===== src/rtl/fifo_rx_frame_decoder.sv =====
// fifo_rx_frame_decoder
// Polls fifo_interface for received bytes one at a time, deframes fixed
// 5-byte command packets (SYNC, CMD, ARG_H, ARG_L, CHK) and presents each
// validated command as a one-cycle strobe with held command/argument values.
// CHK is the XOR of CMD, ARG_H and ARG_L.
module fifo_rx_frame_decoder #(
  parameter int unsigned POLL_INTERVAL = 438,
  parameter int unsigned RX_TIMEOUT    = 64,
  parameter int unsigned FRAME_TIMEOUT = 36000,
  parameter logic [7:0]  SYNC_BYTE     = 8'hA5
) (
  input  logic        clk_i,
  input  logic        reset_ni,
  output logic        rx_poll_o,
  input  logic        rx_data_rdy_i,
  input  logic [7:0]  rx_data_i,
  input  logic        rx_err_i,
  input  logic        busy_i,
  output logic        cmd_valid_o,
  output logic [7:0]  cmd_o,
  output logic [15:0] arg_o,
  output logic        chk_err_o,
  output logic        frame_err_o,
  output logic [7:0]  frame_cnt_o
);

  localparam int PT_W = $clog2(POLL_INTERVAL + 1);
  localparam int WT_W = $clog2(RX_TIMEOUT + 1);
  localparam int FT_W = $clog2(FRAME_TIMEOUT + 1);

  localparam logic [PT_W-1:0] POLL_LAST  = PT_W'(POLL_INTERVAL - 1);
  localparam logic [WT_W-1:0] WAIT_LAST  = WT_W'(RX_TIMEOUT - 1);
  localparam logic [FT_W-1:0] FRAME_LAST = FT_W'(FRAME_TIMEOUT - 1);

  typedef enum logic [1:0] {
    F_IDLE,
    F_REQ,
    F_WAIT
  } fetchState_e;

  typedef enum logic [2:0] {
    P_HUNT,
    P_CMD,
    P_ARGH,
    P_ARGL,
    P_CHK
  } parseState_e;

  fetchState_e       fetchState_q;
  parseState_e       parseState_q;
  logic [PT_W-1:0]   pollTimer_q;
  logic [WT_W-1:0]   waitTimer_q;
  logic [FT_W-1:0]   frameTimer_q;
  logic              rxPoll_q;

  logic [7:0]        cmdByte_q;
  logic [7:0]        argH_q;
  logic [7:0]        argL_q;
  logic [7:0]        cmd_q;
  logic [15:0]       arg_q;
  logic              cmdValid_q;
  logic              chkErr_q;
  logic              frameErr_q;
  logic [7:0]        frameCnt_q;

  logic              byteAccept;
  logic              inFrame;
  logic [7:0]        chkCalc;

  // A byte only counts when it answers our own outstanding poll; stray strobes are dropped.
  assign byteAccept = (fetchState_q == F_WAIT) && rx_data_rdy_i;
  assign inFrame    = (parseState_q != P_HUNT);
  assign chkCalc    = cmdByte_q ^ argH_q ^ argL_q;

  // Fetch FSM: pace polls while hunting, poll back-to-back inside a frame, one poll in flight.
  always_ff @(posedge clk_i or negedge reset_ni) begin
    if (!reset_ni) begin
      fetchState_q <= F_IDLE;
      pollTimer_q  <= '0;
      waitTimer_q  <= '0;
      rxPoll_q     <= 1'b0;
    end else begin
      rxPoll_q <= 1'b0;
      case (fetchState_q)
        F_IDLE: begin
          if (inFrame || (pollTimer_q == POLL_LAST)) begin
            pollTimer_q  <= '0;
            fetchState_q <= F_REQ;
          end else begin
            pollTimer_q <= pollTimer_q + PT_W'(1);
          end
        end
        F_REQ: begin
          if (!busy_i) begin
            rxPoll_q     <= 1'b1;
            waitTimer_q  <= '0;
            fetchState_q <= F_WAIT;
          end
        end
        F_WAIT: begin
          if (rx_data_rdy_i || rx_err_i || (waitTimer_q == WAIT_LAST)) begin
            fetchState_q <= F_IDLE;
          end else begin
            waitTimer_q <= waitTimer_q + WT_W'(1);
          end
        end
        default: fetchState_q <= F_IDLE;
      endcase
    end
  end

  // Parse FSM plus inter-byte frame timer; an accepted byte always beats a coincident timeout.
  always_ff @(posedge clk_i or negedge reset_ni) begin
    if (!reset_ni) begin
      parseState_q <= P_HUNT;
      frameTimer_q <= '0;
      cmdByte_q    <= '0;
      argH_q       <= '0;
      argL_q       <= '0;
      cmd_q        <= '0;
      arg_q        <= '0;
      cmdValid_q   <= 1'b0;
      chkErr_q     <= 1'b0;
      frameErr_q   <= 1'b0;
      frameCnt_q   <= '0;
    end else begin
      cmdValid_q <= 1'b0;
      chkErr_q   <= 1'b0;
      frameErr_q <= 1'b0;
      if (byteAccept) begin
        frameTimer_q <= '0;
        case (parseState_q)
          P_HUNT: begin
            if (rx_data_i == SYNC_BYTE) begin
              parseState_q <= P_CMD;
            end
          end
          P_CMD: begin
            cmdByte_q    <= rx_data_i;
            parseState_q <= P_ARGH;
          end
          P_ARGH: begin
            argH_q       <= rx_data_i;
            parseState_q <= P_ARGL;
          end
          P_ARGL: begin
            argL_q       <= rx_data_i;
            parseState_q <= P_CHK;
          end
          P_CHK: begin
            if (rx_data_i == chkCalc) begin
              cmd_q      <= cmdByte_q;
              arg_q      <= {argH_q, argL_q};
              cmdValid_q <= 1'b1;
              frameCnt_q <= frameCnt_q + 8'd1;
            end else begin
              chkErr_q <= 1'b1;
            end
            parseState_q <= P_HUNT;
          end
          default: parseState_q <= P_HUNT;
        endcase
      end else if (inFrame) begin
        if (frameTimer_q == FRAME_LAST) begin
          frameErr_q   <= 1'b1;
          frameTimer_q <= '0;
          parseState_q <= P_HUNT;
        end else begin
          frameTimer_q <= frameTimer_q + FT_W'(1);
        end
      end else begin
        frameTimer_q <= '0;
      end
    end
  end

  assign rx_poll_o   = rxPoll_q;
  assign cmd_valid_o = cmdValid_q;
  assign cmd_o       = cmd_q;
  assign arg_o       = arg_q;
  assign chk_err_o   = chkErr_q;
  assign frame_err_o = frameErr_q;
  assign frame_cnt_o = frameCnt_q;

endmodule


===== config.mk =====
export PLATFORM = sky130hd
export DESIGN_NAME = fifo_rx_frame_decoder
export DESIGN_NICKNAME = d
export VERILOG_FILES = /design/src/rtl/fifo_rx_frame_decoder.sv
export SDC_FILE = /design/constraint.sdc
export NUM_CORES = 1
export LEC_CHECK = 0
export CORE_ASPECT_RATIO = 1.4
export CORE_UTILIZATION = 56
export DETAILED_ROUTE_END_ITERATION = 16
export PLACE_DENSITY = 0.85
export SYNTH_ARGS = -nofsm -noshare
export SYNTH_HDL_FRONTEND = slang
export SYNTH_SLANG_ARGS = --single-unit

===== constraint.sdc =====
create_clock -name clk_i -period 3.1 [get_ports clk_i]
set_clock_uncertainty 0.15 [all_clocks]
set_input_delay 0.62 -clock clk_i [delete_from_list [all_inputs] [get_ports clk_i]]
set_output_delay 0.62 -clock clk_i [all_outputs]
set_load 0.01 [all_outputs]

==> impl_metrics.prom <==
# TYPE chip_impl_metric gauge
chip_impl_metric{name="flow.area_growth_from_synthesis",unit="%"} 18.8
chip_impl_metric{name="gpl.final_weighted_congestion",unit=""} 0.799
chip_impl_metric{name="num_io_pins",unit=""} 49
chip_impl_metric{name="post_cts_resize_count",unit=""} 0
chip_impl_metric{name="synthArstFlopShare",unit="%"} 100
chip_impl_metric{name="routed-via-count",unit=""} 2885
chip_impl_metric{name="tritoncts.num_buffers",unit=""} 9
chip_impl_metric{name="drive_gt1_share",unit="%"} 18.9
chip_impl_metric{name="total_number_of_placement_rows",unit=""} 38
chip_impl_info{name="ys.flop_type",value="sky130_fd_sc_hd__dfrtp_1"} 1
chip_impl_metric{name="die_h",unit="microns"} 107
chip_impl_metric{name="number_of_antenna_cells_inserted",unit=""} 0
chip_impl_metric{name="grt_max_degree",unit=""} 69
chip_impl_info{name="end_kind",value="flip-flop"} 1
chip_impl_metric{name="fillCellCount",unit=""} 590
chip_impl_metric{name="netlist_instances",unit=""} 355
chip_impl_metric{name="instances_no_fill",unit=""} 519
chip_impl_metric{name="die_area",unit="sq um"} 8300
chip_impl_metric{name="syn_area",unit="sq um"} 4440
chip_impl_metric{name="detailedRoute.firstPassIterationCount",unit=""} 6
chip_impl_info{name="hp-class",value="in2async"} 1
chip_impl_metric{name="register_bit_count_reported_by_yosys",unit=""} 97
chip_impl_metric{name="post-route-min-period",unit="ns"} 2.57
chip_impl_metric{name="post_cts_setup_bufs",unit=""} 0
chip_impl_info{name="cp-endpoint",value="arg_o[2]"} 1
chip_impl_metric{name="syn-num-nets",unit=""} 373
chip_impl_metric{name="yosysWarningCount",unit=""} 0
chip_impl_metric{name="die_x",unit="microns"} 77.3
chip_impl_metric{name="drt_drc_violations_left",unit=""} 0
chip_impl_metric{name="cts-htree-levels",unit=""} 3
chip_impl_info{name="yosys.area.top_type",value="sky130_fd_sc_hd__dfrtp_1"} 1
chip_impl_metric{name="syn_area_per_cell",unit="sq um"} 12.5
chip_impl_metric{name="dpl_worst_slack",unit="ns"} 0.172
chip_impl_metric{name="antenna_found_initial",unit=""} 0
chip_impl_metric{name="grt-ovfl-total",unit=""} 0
chip_impl_info{name="worstSetupStartpointType",value="input port"} 1
chip_impl_metric{name="timing.hold.ws",unit="ns"} 0.0165
chip_impl_info{name="regToRegStartpoint",value="fetchState_q[0]"} 1
chip_impl_metric{name="cts_num_sinks",unit=""} 97
chip_impl_info{name="worstSetupPathType",value="in2reg"} 1
chip_impl_metric{name="static-leakage-power",unit="nW"} 2.46
chip_impl_info{name="timing.critical_path.max_delay_family",value="buffers and inverters"} 1
chip_impl_info{name="worst_r2r_endpoint",value="argH_q[2]"} 1
chip_impl_metric{name="hpwlAfterDp",unit="mm"} 5.65
chip_impl_metric{name="grt_util_all_layers",unit="%"} 21.7
chip_impl_metric{name="buffer_ports.inserted",unit=""} 48
chip_impl_info{name="post_synth_main_area_contributors",value="sky130_fd_sc_hd__dfrtp_1 55%, sky130_fd_sc_hd__mux2_2 7.9%, sky130_fd_sc_hd__mux2_4 6.1%, sky130_fd_sc_hd__xor2_1 5.3%, sky130_fd_sc_hd__xnor2_1 4.3%"} 1
chip_impl_info{name="synth_most_common_cell",value="sky130_fd_sc_hd__dfrtp_1"} 1
chip_impl_metric{name="critPathBufInv",unit=""} 2
chip_impl_metric{name="via_per_inst",unit=""} 5.56
chip_impl_metric{name="worst-r2r-setup-slack",unit="ns"} 0.87
chip_impl_metric{name="min_period_over_period",unit="%"} 83.0
chip_impl_metric{name="timing.critical_path.arrival",unit="ns"} 2.67
chip_impl_metric{name="worstPathRequired",unit="ns"} 3.20
chip_impl_info{name="worstSetupStartpoint",value="rx_data_i[1]"} 1
chip_impl_metric{name="finalWorstSetupSlack",unit="ns"} 0.527
chip_impl_metric{name="grt_pass1_wl",unit="mm"} 14.0
chip_impl_metric{name="power.ir.vdd_worst",unit="uV"} 300
chip_impl_metric{name="timing.final.hold_violations",unit=""} 0
chip_impl_metric{name="netlist.area_leader.share",unit="%"} 54.6
chip_impl_metric{name="initial_utilization",unit="%"} 57.7
chip_impl_metric{name="power_per_cell_area",unit="nW/um^2"} 418
chip_impl_metric{name="synth-edff-count",unit=""} 0
chip_impl_metric{name="ctsLongestPathBuffers",unit=""} 2
chip_impl_metric{name="timing_worst_slew_pin_value",unit="ns"} 0.545
chip_impl_metric{name="insertion_delay",unit="ns"} 0.37
chip_impl_metric{name="ant_nets",unit=""} 0
chip_impl_metric{name="drt_iter0_drc",unit=""} 111
chip_impl_metric{name="critPathMaxFanout",unit=""} 14
chip_impl_metric{name="clk_pin_slew_worst_paths",unit="ns"} 0.09
chip_impl_info{name="cp_slowest_cell",value="sky130_fd_sc_hd__clkdlybuf4s50_1"} 1
chip_impl_metric{name="critPathMaxStageDelay",unit="ns"} 0.51
chip_impl_info{name="clockRootBuffer",value="sky130_fd_sc_hd__clkbuf_8"} 1
chip_impl_metric{name="aggregate_routed_wire_length",unit="mm"} 8.06
chip_impl_info{name="synth_common_cells",value="97 x sky130_fd_sc_hd__dfrtp_1, 33 x sky130_fd_sc_hd__nor2_1, 31 x sky130_fd_sc_hd__mux2_2"} 1
chip_impl_metric{name="setup_viol",unit=""} 0
chip_impl_metric{name="synth_sequential_area_ratio",unit="%"} 54.6
chip_impl_info{name="grt_setup_unrepaired",value="false"} 1
chip_impl_metric{name="slew_violations",unit=""} 0
chip_impl_metric{name="critical_path_depth",unit=""} 7
chip_impl_metric{name="netlist-cell-type-count",unit=""} 41
chip_impl_metric{name="grt_pass1_vias",unit=""} 3016
chip_impl_metric{name="finalNetCount",unit=""} 433
chip_impl_metric{name="worstRegToRegCells",unit=""} 4
chip_impl_metric{name="setup_tns",unit="ns"} 0
chip_impl_metric{name="slew_headroom",unit="%"} 63.4
chip_impl_info{name="cp_cell_sequence",value="clkdlybuf4s50_1 > xnor2_1 > xnor2_2 > nand4_4 > nor4_4 > buf_4 > mux2_2"} 1
chip_impl_metric{name="core_region_area",unit="sq um"} 7700
chip_impl_info{name="cts_tree",value="built"} 1
chip_impl_metric{name="max_capacitance_violation_count",unit=""} 0
chip_impl_info{name="status",value="finished clean"} 1
chip_impl_metric{name="max_fclk",unit="MHz"} 389
chip_impl_metric{name="cts_hold_buffers",unit=""} 0
chip_impl_metric{name="avgRoutedWirePerCell",unit="microns"} 15.5
chip_impl_metric{name="place.detailed.instances",unit=""} 504
layout make-up:
type / instances / area (sq um) / area share [%]
clock inverter: 5 / 81.3 / 1.54
clock buffer: 10 / 128 / 2.42
sequential: 97 / 2430 / 46.0
inverter: 5 / 18.8 / 0.356
multi-input combinational: 246 / 1950 / 36.9
timing repair buffer: 56 / 551 / 10.4
tap: 100 / 125 / 2.37
worst register-to-register path: stages, from the launching register on:
cell and delay (ns):
sky130_fd_sc_hd__dfrtp_1 0.46, sky130_fd_sc_hd__nand3b_1 0.39, sky130_fd_sc_hd__nor3_1 0.40, sky130_fd_sc_hd__nand2_1 0.35
sky130_fd_sc_hd__mux2_2 0.37
worst min path at each step:
stage / from / end / slack (ns) / cells after the start
finish: reset_ni / cmd_valid_o / 0.02 / 1
global route: reset_ni / cmd_o[7] / 0.03 / 1
CTS: reset_ni / cmd_o[7] / 0.01 / 1
detailed placement: frame_cnt_o[7] / frame_cnt_o[7] / 0.31 / 1
global placement: frame_cnt_o[7] / frame_cnt_o[7] / 0.31 / 1
floorplan: reset_ni / argH_q[0] / 0.17 / 0
cells in the final DEF (no fill, tap or decap), types with 2 or more instances in the layout:
| cell | Yosys | routed |
|---|---|---|
| sky130_fd_sc_hd__dfrtp_1 | 97 | 97 |
| sky130_fd_sc_hd__o31ai_1 | 5 | 5 |
| sky130_fd_sc_hd__a21oi_1 | 2 | 2 |
| sky130_fd_sc_hd__xnor2_1 | 22 | 22 |
| sky130_fd_sc_hd__xor2_1 | 27 | 27 |
| sky130_fd_sc_hd__nor3_1 | 7 | 7 |
| sky130_fd_sc_hd__nor4_1 | 3 | 3 |
| sky130_fd_sc_hd__nor2_1 | 33 | 33 |
| sky130_fd_sc_hd__and4_1 | 2 | 2 |
| sky130_fd_sc_hd__ha_1 | 5 | 5 |
| sky130_fd_sc_hd__mux2_2 | 31 | 31 |
| sky130_fd_sc_hd__nand2b_1 | 2 | 2 |
| sky130_fd_sc_hd__nand4b_1 | 2 | 2 |
| sky130_fd_sc_hd__mux2_4 | 18 | 18 |
| sky130_fd_sc_hd__clkbuf_8 | 0 | 9 |
| sky130_fd_sc_hd__and2_1 | 3 | 3 |
| sky130_fd_sc_hd__bufinv_16 | 0 | 2 |
| sky130_fd_sc_hd__or4bb_1 | 2 | 2 |
| sky130_fd_sc_hd__or3_1 | 2 | 2 |
| sky130_fd_sc_hd__o21ai_0 | 10 | 10 |
| sky130_fd_sc_hd__and3_1 | 6 | 6 |
| sky130_fd_sc_hd__clkdlybuf4s50_1 | 0 | 47 |
| sky130_fd_sc_hd__xnor2_2 | 3 | 3 |
| sky130_fd_sc_hd__nor4b_1 | 2 | 2 |
| sky130_fd_sc_hd__nand2_1 | 18 | 18 |
| sky130_fd_sc_hd__buf_4 | 0 | 8 |
| sky130_fd_sc_hd__nand3_1 | 18 | 18 |
| sky130_fd_sc_hd__nand4_1 | 10 | 10 |
| sky130_fd_sc_hd__inv_1 | 5 | 5 |
report_power, final:
part | internal (mW) | leakage [nW] | switching [mW] | total, mW
Clock | 0.450 | 0.102 | 0.424 | 0.874
Sequential | 1.26 | 1.34 | 0 | 1.26
Combinational | 0.0269 | 1.02 | 0.0418 | 0.0686
layer usage:
layer | track usage (%) | vias to the layer above | wire [microns]
li1 | - | 1361 | -
met1 | 26.2 | 1446 | 3380
met5 | 0 | - | 0
met2 | 36.9 | 63 | 4250
met3 | 4.15 | 15 | 238
met4 | 10.9 | 0 | 189
through the flow:
stage,util (%),cell area [sq um],total power [mW]
6_report,68.5,5280,2.21
5_1_grt,68.5,5280,2.29
3_5_place_dp,65.8,5070,1.36
4_1_cts,68.5,5280,2.24
3_3_place_gp,65.8,5070,1.36
2_1_floorplan,-,4440,1.31
cell families (layout without fill, tap and decap cells):
logic type | Yosys count | after routing | synth area share, %
mux | 50 | 50 | 14.2
xor+xnor | 52 | 52 | 10.8
buf+inv | 12 | 76 | 1.55
compound gates | 22 | 22 | 3.07
simple gates | 117 | 117 | 14.4
flops | 97 | 97 | 54.6
fa+ha+maj | 5 | 5 | 1.41
registers in the layout, summed over array words and instances, names as in the netlist:
| name | flops |
|---|---|
| waitTimer_q | 7 |
| argL_q | 8 |
| frameTimer_q | 16 |
| pollTimer_q | 9 |
| cmd_o | 8 |
| rx_poll_o | 1 |
| cmdByte_q | 8 |
| arg_o | 16 |
| frame_cnt_o | 8 |
| argH_q | 8 |
| cmd_valid_o | 1 |
| fetchState_q | 2 |
| parseState_q | 3 |
| frame_err_o | 1 |
| chk_err_o | 1 |
Power figures use the tool's default switching activity.
